===== src/rtl/huff_pkg.sv =====
// rtl/huff_pkg.sv - shared types for the Huffman tree builder
// Purpose: status codes and FSM state encoding used by huff_tree_builder.
// Ports: none (package).
package huff_pkg;

  typedef enum logic [1:0] {
    HT_OK    = 2'd0,
    HT_EMPTY = 2'd1,
    HT_OVF   = 2'd2
  } ht_err_e;

  typedef enum logic [3:0] {
    IDLE,
    SCAN_RD,
    SCAN_CMP,
    EVAL,
    WR_SUM,
    WR_C1,
    WR_C2,
    CLR1,
    CLR2,
    FIN
  } ht_state_e;

endpackage


===== src/rtl/huff_min2_tracker.sv =====
// rtl/huff_min2_tracker.sv - running smallest / second-smallest tracker
// Purpose: keeps value, id and address of the two smallest candidates seen
//   since the last clear; ties keep the earlier candidate ranked lower.
// Ports:
//   clk, n_rst          clock, async active-low reset
//   i_clear             drop all candidates (start of a search round)
//   i_upd_valid         present candidate is live and must be ranked
//   i_val/i_id/i_addr   candidate value, id and memory address
//   o_min1_* / o_min2_* smallest / second smallest candidate
//   o_cand_cnt          candidates seen, saturating at 2
module huff_min2_tracker #(
  parameter int FREQ_W = 8,
  parameter int DATA_W = 8,
  parameter int ADDR_W = 16
) (
  input  logic              clk,
  input  logic              n_rst,
  input  logic              i_clear,
  input  logic              i_upd_valid,
  input  logic [FREQ_W-1:0] i_val,
  input  logic [DATA_W-1:0] i_id,
  input  logic [ADDR_W-1:0] i_addr,
  output logic [FREQ_W-1:0] o_min1_val,
  output logic [DATA_W-1:0] o_min1_id,
  output logic [ADDR_W-1:0] o_min1_addr,
  output logic [FREQ_W-1:0] o_min2_val,
  output logic [DATA_W-1:0] o_min2_id,
  output logic [ADDR_W-1:0] o_min2_addr,
  output logic [1:0]        o_cand_cnt
);

  always_ff @(posedge clk or negedge n_rst) begin
    if (!n_rst) begin
      o_min1_val  <= '0;
      o_min1_id   <= '0;
      o_min1_addr <= '0;
      o_min2_val  <= '0;
      o_min2_id   <= '0;
      o_min2_addr <= '0;
      o_cand_cnt  <= 2'd0;
    end else if (i_clear) begin
      o_min1_val  <= '0;
      o_min1_id   <= '0;
      o_min1_addr <= '0;
      o_min2_val  <= '0;
      o_min2_id   <= '0;
      o_min2_addr <= '0;
      o_cand_cnt  <= 2'd0;
    end else if (i_upd_valid) begin
      // Strict less-than: an equal later candidate never displaces an earlier one.
      if (o_cand_cnt == 2'd0) begin
        o_min1_val  <= i_val;
        o_min1_id   <= i_id;
        o_min1_addr <= i_addr;
      end else if (i_val < o_min1_val) begin
        o_min2_val  <= o_min1_val;
        o_min2_id   <= o_min1_id;
        o_min2_addr <= o_min1_addr;
        o_min1_val  <= i_val;
        o_min1_id   <= i_id;
        o_min1_addr <= i_addr;
      end else if (o_cand_cnt == 2'd1 || i_val < o_min2_val) begin
        o_min2_val  <= i_val;
        o_min2_id   <= i_id;
        o_min2_addr <= i_addr;
      end
      if (o_cand_cnt != 2'd2) o_cand_cnt <= o_cand_cnt + 2'd1;
    end
  end

endmodule


===== src/rtl/huff_tree_builder.sv =====
// rtl/huff_tree_builder.sv - in-memory Huffman tree builder
// Purpose: repeatedly merges the two smallest nonzero leaf/node weights held
//   in memory into a new node until one root remains.
// Ports:
//   clk, n_rst           clock, async active-low reset
//   start                one-cycle build request (ignored while busy)
//   busy, done           running flag, one-cycle completion pulse
//   err, root_id         status (OK/EMPTY/OVERFLOW) and root id, held
//   mem_addr, mem_R/W    registered memory address and strobes
//   mem_data_W           registered write data
//   mem_data_R           read data, valid the cycle after mem_R
module huff_tree_builder
  import huff_pkg::*;
#(
  parameter int NUM_SYM   = 128,
  parameter int FREQ_W    = 8,
  parameter int DATA_W    = 8,
  parameter int ADDR_W    = 16,
  parameter int FREQ_BASE = 128,
  parameter int NODE_BASE = 256
) (
  input  logic              clk,
  input  logic              n_rst,
  input  logic              start,
  output logic              busy,
  output logic              done,
  output logic [1:0]        err,
  output logic [DATA_W-1:0] root_id,
  output logic [ADDR_W-1:0] mem_addr,
  output logic              mem_R,
  output logic              mem_W,
  output logic [DATA_W-1:0] mem_data_W,
  input  logic [DATA_W-1:0] mem_data_R
);

  ht_state_e         r_state;
  ht_err_e           r_err;
  logic              r_busy, r_done, r_mem_R, r_mem_W;
  logic [DATA_W-1:0] r_root_id, r_mem_data_W, r_node_cnt, r_idx;
  logic [ADDR_W-1:0] r_mem_addr;

  logic [FREQ_W-1:0] w_min1_val, w_min2_val;
  logic [DATA_W-1:0] w_min1_id, w_min2_id;
  logic [ADDR_W-1:0] w_min1_addr, w_min2_addr;
  logic [1:0]        w_cand_cnt;
  logic [FREQ_W-1:0] w_cand_val;
  logic              w_upd, w_clear, w_last;
  logic [FREQ_W:0]   w_sum;
  logic [DATA_W-1:0] w_new_id;

  // Scan index doubles as the entry id: leaves 0..NUM_SYM-1, then nodes.
  function automatic logic [ADDR_W-1:0] f_entry_addr(input logic [DATA_W-1:0] idx);
    if (idx < DATA_W'(NUM_SYM)) return ADDR_W'(FREQ_BASE) + ADDR_W'(idx);
    else return ADDR_W'(NODE_BASE) + ADDR_W'(3) * ADDR_W'(idx - DATA_W'(NUM_SYM));
  endfunction

  assign w_cand_val = mem_data_R[FREQ_W-1:0];
  assign w_upd      = (r_state == SCAN_CMP) && (w_cand_val != '0);
  assign w_clear    = ((r_state == IDLE) && start) || (r_state == CLR2);
  assign w_last     = (r_idx == DATA_W'(NUM_SYM - 1) + r_node_cnt);
  assign w_sum      = {1'b0, w_min1_val} + {1'b0, w_min2_val};
  assign w_new_id   = DATA_W'(NUM_SYM) + r_node_cnt;

  // r_mem_addr still holds the entry address during SCAN_CMP.
  huff_min2_tracker #(.FREQ_W(FREQ_W), .DATA_W(DATA_W), .ADDR_W(ADDR_W)) u_tracker (
    .clk        (clk),
    .n_rst      (n_rst),
    .i_clear    (w_clear),
    .i_upd_valid(w_upd),
    .i_val      (w_cand_val),
    .i_id       (r_idx),
    .i_addr     (r_mem_addr),
    .o_min1_val (w_min1_val),
    .o_min1_id  (w_min1_id),
    .o_min1_addr(w_min1_addr),
    .o_min2_val (w_min2_val),
    .o_min2_id  (w_min2_id),
    .o_min2_addr(w_min2_addr),
    .o_cand_cnt (w_cand_cnt)
  );

  always_ff @(posedge clk or negedge n_rst) begin
    if (!n_rst) begin
      r_state      <= IDLE;
      r_err        <= HT_OK;
      r_busy       <= 1'b0;
      r_done       <= 1'b0;
      r_root_id    <= '0;
      r_mem_addr   <= '0;
      r_mem_R      <= 1'b0;
      r_mem_W      <= 1'b0;
      r_mem_data_W <= '0;
      r_node_cnt   <= '0;
      r_idx        <= '0;
    end else begin
      case (r_state)
        IDLE: if (start) begin
          r_busy     <= 1'b1;
          r_err      <= HT_OK;
          r_root_id  <= '0;
          r_node_cnt <= '0;
          r_idx      <= '0;
          r_mem_addr <= ADDR_W'(FREQ_BASE);
          r_mem_R    <= 1'b1;
          r_state    <= SCAN_RD;
        end
        SCAN_RD: begin
          r_mem_R <= 1'b0;
          r_state <= SCAN_CMP;
        end
        SCAN_CMP: begin
          if (w_last) begin
            r_state <= EVAL;
          end else begin
            r_idx      <= r_idx + DATA_W'(1);
            r_mem_addr <= f_entry_addr(r_idx + DATA_W'(1));
            r_mem_R    <= 1'b1;
            r_state    <= SCAN_RD;
          end
        end
        EVAL: begin
          if (w_cand_cnt == 2'd0) begin
            // Only reachable in round 1: every merge leaves a nonzero sum behind.
            r_err   <= HT_EMPTY;
            r_done  <= 1'b1;
            r_state <= FIN;
          end else if (w_cand_cnt == 2'd1) begin
            r_root_id <= w_min1_id;
            r_done    <= 1'b1;
            r_state   <= FIN;
          end else if (w_sum[FREQ_W]) begin
            r_err   <= HT_OVF;
            r_done  <= 1'b1;
            r_state <= FIN;
          end else begin
            r_mem_W      <= 1'b1;
            r_mem_addr   <= f_entry_addr(w_new_id);
            r_mem_data_W <= DATA_W'(w_sum[FREQ_W-1:0]);
            r_state      <= WR_SUM;
          end
        end
        WR_SUM: begin
          r_mem_addr   <= r_mem_addr + ADDR_W'(1);
          r_mem_data_W <= w_min1_id;
          r_state      <= WR_C1;
        end
        WR_C1: begin
          r_mem_addr   <= r_mem_addr + ADDR_W'(1);
          r_mem_data_W <= w_min2_id;
          r_state      <= WR_C2;
        end
        WR_C2: begin
          r_mem_addr   <= w_min1_addr;
          r_mem_data_W <= '0;
          r_state      <= CLR1;
        end
        CLR1: begin
          r_mem_addr <= w_min2_addr;
          r_state    <= CLR2;
        end
        CLR2: begin
          r_mem_W    <= 1'b0;
          r_node_cnt <= r_node_cnt + DATA_W'(1);
          r_idx      <= '0;
          r_mem_addr <= ADDR_W'(FREQ_BASE);
          r_mem_R    <= 1'b1;
          r_state    <= SCAN_RD;
        end
        FIN: begin
          r_done  <= 1'b0;
          r_busy  <= 1'b0;
          r_state <= IDLE;
        end
        default: r_state <= IDLE;
      endcase
    end
  end

  // NUM_SYM leaves can merge at most NUM_SYM-1 times.
  a_node_cnt_limit: assert property (@(posedge clk) disable iff (!n_rst)
    (r_node_cnt <= DATA_W'(NUM_SYM - 1)));

  assign busy       = r_busy;
  assign done       = r_done;
  assign err        = r_err;
  assign root_id    = r_root_id;
  assign mem_addr   = r_mem_addr;
  assign mem_R      = r_mem_R;
  assign mem_W      = r_mem_W;
  assign mem_data_W = r_mem_data_W;

endmodule


===== config.mk =====
export PLATFORM = sky130hd
export DESIGN_NAME = huff_tree_builder
export DESIGN_NICKNAME = d
export VERILOG_FILES = /design/src/rtl/huff_pkg.sv /design/src/rtl/huff_min2_tracker.sv /design/src/rtl/huff_tree_builder.sv
export SDC_FILE = /design/constraint.sdc
export NUM_CORES = 1
export LEC_CHECK = 0
export CAP_MARGIN = 20
export CORE_ASPECT_RATIO = 1.5
export CORE_MARGIN = 2
export CORE_UTILIZATION = 45
export DETAILED_ROUTE_END_ITERATION = 8
export PLACE_DENSITY_LB_ADDON = 0.15
export SYNTH_ARGS = -nofsm -noshare
export SYNTH_HDL_FRONTEND = slang
export SYNTH_SLANG_ARGS = --single-unit

===== constraint.sdc =====
create_clock -name clk -period 4.66 [get_ports clk]
set_clock_uncertainty 0.05 [all_clocks]
set_input_delay 0.932 -clock clk [delete_from_list [all_inputs] [get_ports clk]]
set_output_delay 0.932 -clock clk [all_outputs]
set_load 0.02 [all_outputs]

# Yosys cells after proc, flatten, opt, wreduce, memory -nomap -nowiden
# Index checks and enable logic that the tools add are counted.
# totals
reg_bits	124
input_bits	11
# classes
n_eq_ne	22
mux	72
n_lt_le_gt_ge	4
add_sub_neg	13
multipliers	2
reduce_logical	34
# op_table
operator	count
$mux W16	16
$mux W8	25
$pmux W16 S7	1
$pmux W4 S9	1
$pmux W8 S2	2
$pmux W8 S4	1
$add A10 B12 Y13 const A	2
$mul A3 B9 Y12 const A	2
$pmux W8 S3	1
$add A8 B8 Y9 const A	2
$sub A8 B8 Y9 const B	2
$add A16 B1 Y16 const B	1
$add A8 B1 Y8 const B	2
$eq A4 B3 Y1 const B	4
$lt A8 B8 Y1	2
$lt A8 B8 Y1 const B	2
$mux W2	8
$mux W4	4
$reduce_and A4 Y1	4
$ne A2 B2 Y1 const B	7
$reduce_bool A2 Y1	7
$reduce_and A2 Y1	5
$add A8 B8 Y9	1
$reduce_and A3 Y1	3
25 further kinds	42

# Depth between registers and ports, before layout
# Gate-level depths: netlist (run 1).
# logic_depth
depth_word	9
mapped_depth	15
mapped_depth_nobuf	15

# Cells and area by module
# Synthesis (run 1) repeated with hierarchy kept, for this count alone.
# unflattened
cells_unflattened	1013
hier_area_um2	9227.6
# by_module_without_submodules
module	cells_per_inst	area_each_um2	instances
huff_tree_builder	623	5352.6	1
huff_min2_tracker	390	3875.0	1

# Worst setup path before layout (run 1)
# OpenSTA, ideal clock, no wires.
# synth_timing
path_type	flip-flop to flip-flop
startpoint	register r_idx[2]
endpoint	register r_mem_addr[10], in the netlist mem_addr[10]
t_arrival_ns	3.237
n_path_buf	1
period_less_slack_ns	3.414
stages_incl_launch_ff	15
setup_ns	0.128
path_slack_ns	1.246
cell_sequence	dfrtp_1 clkbuf_1 and3_1 nand3_1 xnor2_1 ha_1 ha_1 ha_1 o21ai_0 o21bai_1 a21oi_1 nand2b_1 a21boi_0 nand3b_1 mux2_1
# synth_via
elab_chain_len	7
word_cells_on_any_way	11
cone_classes	add/sub: 3; mul: 1; order compare: 1; eq/ne: 2; mux: 3; reduce/logical: 1
# synth_lines
item	line_no	source
start, declared	huff_tree_builder.sv:39	logic [DATA_W-1:0] r_root_id, r_mem_data_W, r_node_cnt, r_idx;
start signal, assigned	huff_tree_builder.sv:115	r_idx <= r_idx + DATA_W'(1);
$add A8 B1 Y8	huff_tree_builder.sv:116	r_mem_addr <= f_entry_addr(r_idx + DATA_W'(1));
$sub A8 B8 Y9	huff_tree_builder.sv:54	else return ADDR_W'(NODE_BASE) + ADDR_W'(3) * ADDR_W'(idx - DATA_W'(NUM_SYM));
$mul A3 B9 Y12	huff_tree_builder.sv:54	
$add A10 B12 Y13	huff_tree_builder.sv:54	
$mux W16	huff_tree_builder.sv:53	if (idx < DATA_W'(NUM_SYM)) return ADDR_W'(FREQ_BASE) + ADDR_W'(idx);
$mux W16	huff_tree_builder.sv:112	if (w_last) begin
$pmux W16 S7	huff_tree_builder.sv:96	case (r_state)
end signal, assigned	huff_tree_builder.sv:103	r_mem_addr <= ADDR_W'(FREQ_BASE);
end signal, assigned	huff_tree_builder.sv:116	
end signal, assigned	huff_tree_builder.sv:137	r_mem_addr <= f_entry_addr(w_new_id);
end, declared	huff_tree_builder.sv:40	logic [ADDR_W-1:0] r_mem_addr;
# Several ways; a longest one is shown, not always the timed one. The select of a mux whose other input is x is not followed.
# A chain may end at the register's enable or synchronous reset.

# Worst setup path in the final report (run 1)
# layout_timing
startpoint	register r_idx[1]
endpoint	register r_mem_addr[10], in the netlist mem_addr[10]
# The elaborated chain is that of the path after synthesis.

==> results of run 1 <==
worst max path at each step:
stage	from	slack, ns	end
after CTS	r_idx[1]	0.71	mem_addr[10]
final	r_idx[1]	0.72	mem_addr[10]
after floorplan	r_idx[2]	1.25	mem_addr[10]
after global routing	r_idx[1]	0.48	mem_addr[10]
after global placement	r_idx[1]	0.87	mem_addr[10]
after detailed placement	r_idx[1]	0.73	mem_addr[10]
area by class of cell:
class	count	area, um^2	area share
clock buffer	21	470	0.0472
clock inverter	11	189	0.0189
inverter	45	169	0.0169
multi-input combinational	725	5080	0.509
sequential	124	3100	0.311
tap	252	315	0.0316
timing repair buffer	69	648	0.0650
cell usage after synthesis, drive strengths merged (12+ instances only):
master	n	area, um^2
a21oi	35	175
dfrtp	124	3100
nor3	37	185
nand2	114	428
xnor2	23	201
inv	45	169
clkbuf	33	124
a211oi	26	213
mux2	13	146
o31ai	12	90.1
nor2	43	169
o21ai	72	360
ha	80	1000
buf	21	110
xor2	17	149
mux2i	35	350
nor2b	22	138
nand3	70	360
per-layer routing:
| metal | vias to the layer above | wire, um | GRT usage |
|---|---|---|---|
| met5 | - | 0 | 0 |
| met4 | 0 | 835 | 0.104 |
| met3 | 53 | 867 | 0.0351 |
| met2 | 173 | 12300 | 0.424 |
| met1 | 3491 | 10000 | 0.314 |
| li1 | 3456 | - | - |
power by group through the flow:
stage | Sequential [W] | Clock, W | Combinational (W)
floorplan | 0.00170 | 0 | 0.00199
global placement | 0.00172 | 0 | 0.00287
detailed placement | 0.00172 | 0 | 0.00290
CTS | 0.00171 | 0.00151 | 0.00291
global route | 0.00175 | 0.00156 | 0.00318
finish | 0.00171 | 0.00150 | 0.00289
sequential cells by signal, indices dropped and copies added, names as in the netlist, 2 cells and up:
signal / cells
mem_data_W: 8
r_idx: 8
u_tracker.o_min2_val: 8
err: 2
u_tracker.o_min2_id: 8
u_tracker.o_min1_addr: 16
r_node_cnt: 8
mem_addr: 16
r_state: 4
root_id: 8
u_tracker.o_min1_val: 8
u_tracker.o_min1_id: 8
u_tracker.o_min2_addr: 16
u_tracker.o_cand_cnt: 2
stage by stage:
stage                     power (W)  worst slack (ns)  std cells  hold slack [ns]   util
after floorplan             0.00369              1.25        948            0.420      -
after global placement      0.00459             0.873       1215            0.416  0.502
after detailed placement    0.00462             0.729       1215            0.421  0.502
after CTS                   0.00612             0.709       1247            0.434  0.538
after global routing        0.00649             0.475       1247            0.451  0.538
final                       0.00610             0.721       1247            0.428  0.538
kinds of logic after synthesis:
kind of cell	after synthesis
AND/OR/NAND/NOR	325
AO/OA/AOI/OAI	226
flip-flops	124
buffers and inverters	99
adder cells (fa/ha/maj)	85
multiplexers	49
XOR/XNOR	40
critical path, stage by stage (launching register included):
cell and delay (ns):
dfrtp_1 0.52, ha_1 0.27, nand3_1 0.12, xnor2_1 0.36, ha_1 0.30, ha_1 0.31
ha_1 0.30, a211oi_1 0.40, o21bai_1 0.14, a21oi_1 0.23, nand2b_1 0.13, a21boi_0 0.20
nand3b_1 0.22, mux2_1 0.27
cells in the final DEF, fill, tap and decap left out, types with 17 or more instances in the layout:
master,n
xnor2_1,23
clkbuf_16,17
nor2_1,40
clkdlybuf4s50_1,47
a21oi_1,35
dfrtp_1,124
nand3_1,68
nand2_1,114
mux2i_1,35
o21ai_0,55
ha_1,80
xor2_1,17
buf_4,21
nor2b_1,22
nor3_1,36
inv_1,45
a211oi_1,24
==> run summary, run 1 <==
crit end category: register
vias in the first global route: 7212
Hold WC Path Type: register to register
Tmin final: 3.94 ns
largest net degree at the start of global routing: 64
Switch Pwr: 0.00261 W
Avg Inst Size Synth: 9.01 um^2
total wire length: 24000 um
Post-Synth Simple-Gate Area: 0.182
clock buffer depth: 2
Buffers on Ports: 48
Startpoint Class: register
Initial Util: 0.461
TritonCTS Buffers: 17
max-cap viol count: 0
GRT Residual Overflow: 0
cells resized by post-CTS repair: 0
Sw Share: 0.427
top achievable clock speed: 254 MHz
yosys warns: 0
Seq/Total Area, Yosys: 0.363
DRT Pass-1 Iters: 5
Setup violations, final: 0
Most used DFF post-synth: dfrtp_1
Setup CP Type: register to register
clock root cell: clkbuf_16
clock sink total: 124
CTS tree: done
post-DR wirelength/cell: 19.3 um
worst skew pair latency: 0.42 ns
share of layout cells above drive strength 1: 0.0824
Synth async-reset ratio: 1.00
#FFs+latches synth: 124
Die W: 117 um
slew margin rel.: 0.422
syn_nets: 1044
Final Max Slew Viols: 0
Gate power share: 0.474
Min-Delay Endpoint: root_id[0]
post-synthesis instance total: 948
setup slack, reg-to-reg: 0.72 ns
Synth Area in Adders: 0.129
Netlist cell types: 69
Critical Path RT: 4.91 ns
EDFF count, synth: 0
final instance area: 9980 um^2
Pleak: 4.53 nW
Worst-Margin Slew: 0.867 ns
fillers: 1710
r2r endpoint: mem_addr[10]
Compound-Gate Fraction of Synth Area: 0.177
total I/O pin count: 49
Hold Startpoint: root_id[0]
DIE AREA: 20100 um^2
Area growth syn-to-layout: 16.8%
initial antenna violation count: 0
vias post-DR: 7173
Post-DP Area: 9320 um^2
hold_buf cts: 0
row cnt: 61
Worst R2R Start: r_idx[1]
P_int: 0.00349 W
first-pass GRT wire length: 39000 um
mux cell area share after synthesis: 0.0608
Initial DRC Count: 662
run status: complete, no violations
final hold violation count: 0
Synth Cell Area: 8540 um^2
setup tns final: 0 ns
HPWL after detailed placement: 17400 um
Antenna Violating Nets Remaining: 0
post-route clock period utilization: 0.845
worst hold stages: 2
unrepaired setup endpoints after global routing: false
Vias per Instance: 5.75
clk slew on worst S/H paths: 0.06 ns
GRT Util Overall: 0.250
clock power share: 0.245
sequential power share: 0.280
largest family of logic cells by synthesized area: simple AND/OR/NAND/NOR gates
number of H-tree levels: 4
gp weighted congestion: 0.908
ANT cells: 0
R2R depth: 13
worst vdd rail ir drop: 0.000308 V
setup bufs post-CTS: 0
core area: 18500 um^2
PD cells: 611 nW/um^2
Die Y: 173 um
Max FO, Critical Path: 9
Final nets: 1078
WP data arrival: 4.19 ns
Synth Area in XOR/XNOR: 0.0410
post-route DRC violation count: 0
Power figures use the tool's default switching activity.
==> inputs of run 2 (changes only) <==
Clock period 4.66 ns to 4 ns, I/O delays scaled along.
==> run summary, run 2 (synthesis results as in run 1) <==
run status: complete, no violations (unchanged)
Worst-Margin Slew: 0.787 ns (was 0.867 ns)
setup bufs post-CTS: 0 (unchanged)
setup tns final: 0 ns (unchanged)
post-route clock period utilization: 0.919 (was 0.845)
Post-DP Area: 9370 um^2 (was 9320 um^2)
most frequent cells in the layout: dfrtp_1, nand2_1, ha_1, nand3_1, o21ai_0 (unchanged)
slew margin rel.: 0.473 (was 0.422)
total wire length: 24200 um (was 24000 um)
GRT Util Overall: 0.254 (was 0.250)
Tmin final: 3.68 ns (was 3.94 ns)
clock sink total: 124 (unchanged)
Die Y: 173 um (unchanged)
Die W: 117 um (unchanged)
Final Max Slew Viols: 0 (unchanged)
setup slack, reg-to-reg: 0.32 ns (was 0.72 ns)
Initial Util: 0.461 (unchanged)
crit end category: register (unchanged)
Hold WC Path Type: input pin to asynchronous set/reset pin (was register to register)
first-pass GRT wire length: 39300 um (was 39000 um)
Setup CP Type: register to register (unchanged)
final hold violation count: 0 (unchanged)
Initial DRC Count: 595 (was 662)
TritonCTS Buffers: 17 (unchanged)
gp weighted congestion: 0.929 (was 0.908)
Setup violations, final: 0 (unchanged)
unrepaired setup endpoints after global routing: false (unchanged)
initial antenna violation count: 0 (unchanged)
Buffers on Ports: 48 (unchanged)
core area: 18500 um^2 (unchanged)
Critical Path RT: 4.25 ns (was 4.91 ns)
vias in the first global route: 7100 (was 7212)
commonest non-fill, non-tap cell in the layout: dfrtp_1 (unchanged)
top achievable clock speed: 272 MHz (was 254 MHz)
worst skew pair latency: 0.42 ns (about the same)
Final nets: 1084 (was 1078)
Max FO, Critical Path: 7 (was 9)
CTS tree: done (unchanged)
PD cells: 694 nW/um^2 (was 611 nW/um^2)
post-route DRC violation count: 0 (unchanged)
share of layout cells above drive strength 1: 0.0871 (was 0.0824)
r2r endpoint: mem_addr[11] (was mem_addr[10])
total I/O pin count: 49 (unchanged)
R2R depth: 15 (was 13)
worst vdd rail ir drop: 0.000348 V (was 0.000308 V)
clock buffer depth: 2 (unchanged)
total power: 0.00691 W (was 0.00610 W)
clock root cell: clkbuf_16 (unchanged)
hold_buf cts: 0 (unchanged)
final instance area: 9960 um^2 (was 9980 um^2)
fillers: 1754 (was 1710)
DIE AREA: 20100 um^2 (unchanged)
clk slew on worst S/H paths: 0.06 ns (about the same)
vias post-DR: 7181 (was 7173)
Vias per Instance: 5.74 (was 5.75)
Startpoint Class: register (unchanged)
Antenna Violating Nets Remaining: 0 (unchanged)
max-cap viol count: 0 (unchanged)
GRT Residual Overflow: 0 (unchanged)
Finished Layout Cells: 1251 (was 1247)
DRT Pass-1 Iters: 7 (was 5)
row cnt: 61 (unchanged)
ANT cells: 0 (unchanged)
largest net degree at the start of global routing: 93 (was 64)
number of H-tree levels: 4 (unchanged)
cells resized by post-CTS repair: 0 (unchanged)
Worst R2R Start: r_idx[0] (was r_idx[1])
Util after Layout: 0.537 (was 0.538)
register area: 3100 um^2 (unchanged)
placed cell count: 1220 (was 1215)
WP data arrival: 3.93 ns (was 4.19 ns)
Area growth syn-to-layout: 16.6% (was 16.8%)
area of the multi-input gates: 5090 um^2 (was 5080 um^2)
HPWL after detailed placement: 17500 um (was 17400 um)
Pleak: 4.53 nW (about the same)
post-DR wirelength/cell: 19.4 um (was 19.3 um)
## run 2: cell count changes in the layout (fill, tap and decap cells not counted), sizes merged
cell    previous run  this run
clkbuf            21        23
buf               22        28
bufinv             5         1
## run 2: worst max path at each step
stage,from,to,cells past startpoint
after floorplan,r_idx[2],mem_addr[10],14
after global placement,r_idx[0],mem_addr[10],13
after detailed placement,r_idx[0],mem_addr[10],13
after CTS,r_idx[0],mem_addr[10],13
after global routing,r_idx[0],mem_addr[10],13
final,r_idx[0],mem_addr[11],15
## run 2: metrics by stage
stage	worst slack (ns)	hold WS, ns
after detailed placement	0.192	0.422
after floorplan	0.586	0.420
after global placement	0.320	0.416
after CTS	0.180	0.282
after global routing	0.0493	0.297
final	0.323	0.270
## run 2: routing by layer
metal / track usage / vias up / wire length, um
li1: - / 3477 / -
met1: 0.320 / 3490 / 10000
met2: 0.428 / 157 / 12500
met3: 0.0336 / 57 / 716
met4: 0.111 / 0 / 989
met5: 0 / - / 0
## run 2: final cells by class
cell class,instances,area share
Clock inverter,7,0.00653
Tap cell,252,0.0317
Timing Repair Buffer,75,0.0729
Multi-Input combinational cell,725,0.511
Clock buffer,23,0.0490
Sequential cell,124,0.312
Inverter,45,0.0170
## run 2: power by group
| group | leakage [nW] | total [W] | internal [W] | switching (W) |
|---|---|---|---|---|
| logic | 2.60 | 0.00344 | 0.00135 | 0.00209 |
| registers | 1.66 | 0.00201 | 0.00161 | 0.000394 |
| clock network | 0.271 | 0.00147 | 0.000908 | 0.000563 |
| total | 4.53 | 0.00691 | 0.00387 | 0.00305 |
## run 2: worst max-delay path, cell delays in order, from the launching register on
cell     delay [ns]
dfrtp_1        0.46
ha_1           0.28
nor2b_1        0.16
or2_2          0.34
ha_1           0.29
ha_1           0.29
ha_1           0.23
inv_1          0.08
fa_1           0.20
nor2b_1        0.07
o31ai_1        0.27
a21oi_1        0.14
o21a_1         0.19
o21ai_0        0.14
nand3_1        0.09
mux2_1         0.29
==> inputs of run 3 (changes only) <==
Settings changed: CELL_PAD_IN_SITES_DETAIL_PLACEMENT from default to 0, CELL_PAD_IN_SITES_GLOBAL_PLACEMENT from default to 1.
==> run summary, run 3 (synthesis results as in run 1) <==
max-cap viol count: 0 (unchanged)
Initial Util: 0.461 (unchanged)
most frequent cells in the layout: dfrtp_1, nand2_1, ha_1, nand3_1, o21ai_0 (unchanged)
Buffers on Ports: 48 (unchanged)
Hold WC Path Type: input pin to asynchronous set/reset pin (unchanged)
post-route clock period utilization: 0.938 (was 0.919)
Max FO, Critical Path: 7 (unchanged)
TritonCTS Buffers: 17 (unchanged)
register area: 3100 um^2 (unchanged)
DIE AREA: 20100 um^2 (unchanged)
GRT Util Overall: 0.261 (was 0.254)
Post-DP Area: 9400 um^2 (was 9370 um^2)
Pleak: 4.59 nW (was 4.53 nW)
area of the multi-input gates: 5090 um^2 (unchanged)
Worst R2R Start: r_idx[0] (unchanged)
worst skew pair latency: 0.42 ns (about the same)
slew margin rel.: 0.445 (was 0.473)
row cnt: 61 (unchanged)
Worst-Margin Slew: 0.832 ns (was 0.787 ns)
final instance area: 10100 um^2 (was 9960 um^2)
vias in the first global route: 7240 (was 7100)
total power: 0.00712 W (was 0.00691 W)
min setup slack post-route: 0.246 ns (was 0.323 ns)
CTS tree: done (unchanged)
setup tns final: 0 ns (unchanged)
share of layout cells above drive strength 1: 0.0934 (was 0.0871)
vias post-DR: 7280 (was 7181)
Setup CP Type: register to register (unchanged)
pre-CTS WS: 0.243 ns (was 0.192 ns)
total wire length: 25400 um (was 24200 um)
DRT Pass-1 Iters: 5 (was 7)
Area growth syn-to-layout: 17.8% (was 16.6%)
Final Max Slew Viols: 0 (unchanged)
commonest non-fill, non-tap cell in the layout: dfrtp_1 (unchanged)
CP Launch Point: r_idx[0] (unchanged)
clk slew on worst S/H paths: 0.06 ns (about the same)
Initial DRC Count: 534 (was 595)
R2R depth: 15 (unchanged)
PD cells: 707 nW/um^2 (was 694 nW/um^2)
Startpoint Class: register (unchanged)
HPWL after detailed placement: 18200 um (was 17500 um)
post-route DRC violation count: 0 (unchanged)
initial antenna violation count: 0 (unchanged)
worst vdd rail ir drop: 0.000301 V (was 0.000348 V)
run status: complete, no violations (unchanged)
Vias per Instance: 5.79 (was 5.74)
Setup violations, final: 0 (unchanged)
Final nets: 1089 (was 1084)
ANT cells: 0 (unchanged)
top achievable clock speed: 266 MHz (was 272 MHz)
final hold violation count: 0 (unchanged)
Die W: 117 um (unchanged)
Tmin final: 3.75 ns (was 3.68 ns)
Die Y: 173 um (unchanged)
Critical Path RT: 4.26 ns (was 4.25 ns)
GRT Residual Overflow: 0 (unchanged)
setup bufs post-CTS: 0 (unchanged)
clock root cell: clkbuf_16 (unchanged)
first-pass GRT wire length: 40000 um (was 39300 um)
clock buffer depth: 2 (unchanged)
fillers: 1749 (was 1754)
number of H-tree levels: 4 (unchanged)
WP data arrival: 4.01 ns (was 3.93 ns)
crit end category: register (unchanged)
gp weighted congestion: 0.854 (was 0.929)
largest net degree at the start of global routing: 92 (was 93)
post-DR wirelength/cell: 20.2 um (was 19.4 um)
core area: 18500 um^2 (unchanged)
Antenna Violating Nets Remaining: 0 (unchanged)
total I/O pin count: 49 (unchanged)
clock sink total: 124 (unchanged)
unrepaired setup endpoints after global routing: false (unchanged)
run 3: cell count changes in the layout (fill, tap and decap cells not counted), sizes merged:
| cell | change |
|---|---|
| bufinv | +3 |
| clkbuf | -2 |
| clkinvlp | +1 |
| buf | +5 |
run 3: cell type report:
class,count,area share
multi-input combinational,725,0.506
sequential,124,0.308
timing repair buffer,80,0.0751
clock buffer,21,0.0458
tap,252,0.0313
inverter,45,0.0168
clock inverter,11,0.0165
run 3: report_power, final:
group	internal (W)	switching (W)
clock network	0.00107	0.000586
logic	0.00134	0.00209
registers	0.00161	0.000415
run 3: repair_timing:
action                     CTS  global route
hold buffers                 0             0
setup endpoints to repair    0             1
gates resized for setup      0             2
run 3: layer usage:
| layer | GRT usage | up-vias | part of all wire |
|---|---|---|---|
| li1 | - | 3484 | - |
| met1 | 0.323 | 3526 | 0.41 |
| met5 | 0 | - | 0 |
| met4 | 0.113 | 0 | 0.041 |
| met3 | 0.0389 | 61 | 0.044 |
| met2 | 0.445 | 209 | 0.51 |
run 3: worst paths after layout:
kind / endpoint / slack, ns
min in group clk: root_id[1] / 0.42
min reg2reg: root_id[1] / 0.42
max reg2reg: mem_addr[11] / 0.25
max: mem_addr[11] / 0.25
max in group asynchronous: u_tracker.o_min1_addr[12] / 2.74
min: u_tracker.o_min1_val[6] / 0.28
run 3: critical path, stage by stage (launching register included):
cell     delay, ns
dfrtp_1       0.46
ha_1          0.28
nor2b_1       0.15
or2_2         0.34
ha_1          0.29
ha_1          0.29
ha_1          0.24
inv_1         0.08
fa_1          0.20
nor2b_1       0.07
o31ai_1       0.32
a21oi_1       0.15
o21a_1        0.20
o21ai_0       0.16
nand3_1       0.09
mux2_1        0.28
run 3: per-stage QoR:
stage | util | cells | hold slack (ns)
after floorplan | - | 948 | 0.420
after global placement | 0.507 | 1225 | 0.412
after detailed placement | 0.507 | 1225 | 0.420
after CTS | 0.541 | 1257 | 0.280
after global routing | 0.543 | 1258 | 0.304
final | 0.543 | 1258 | 0.275
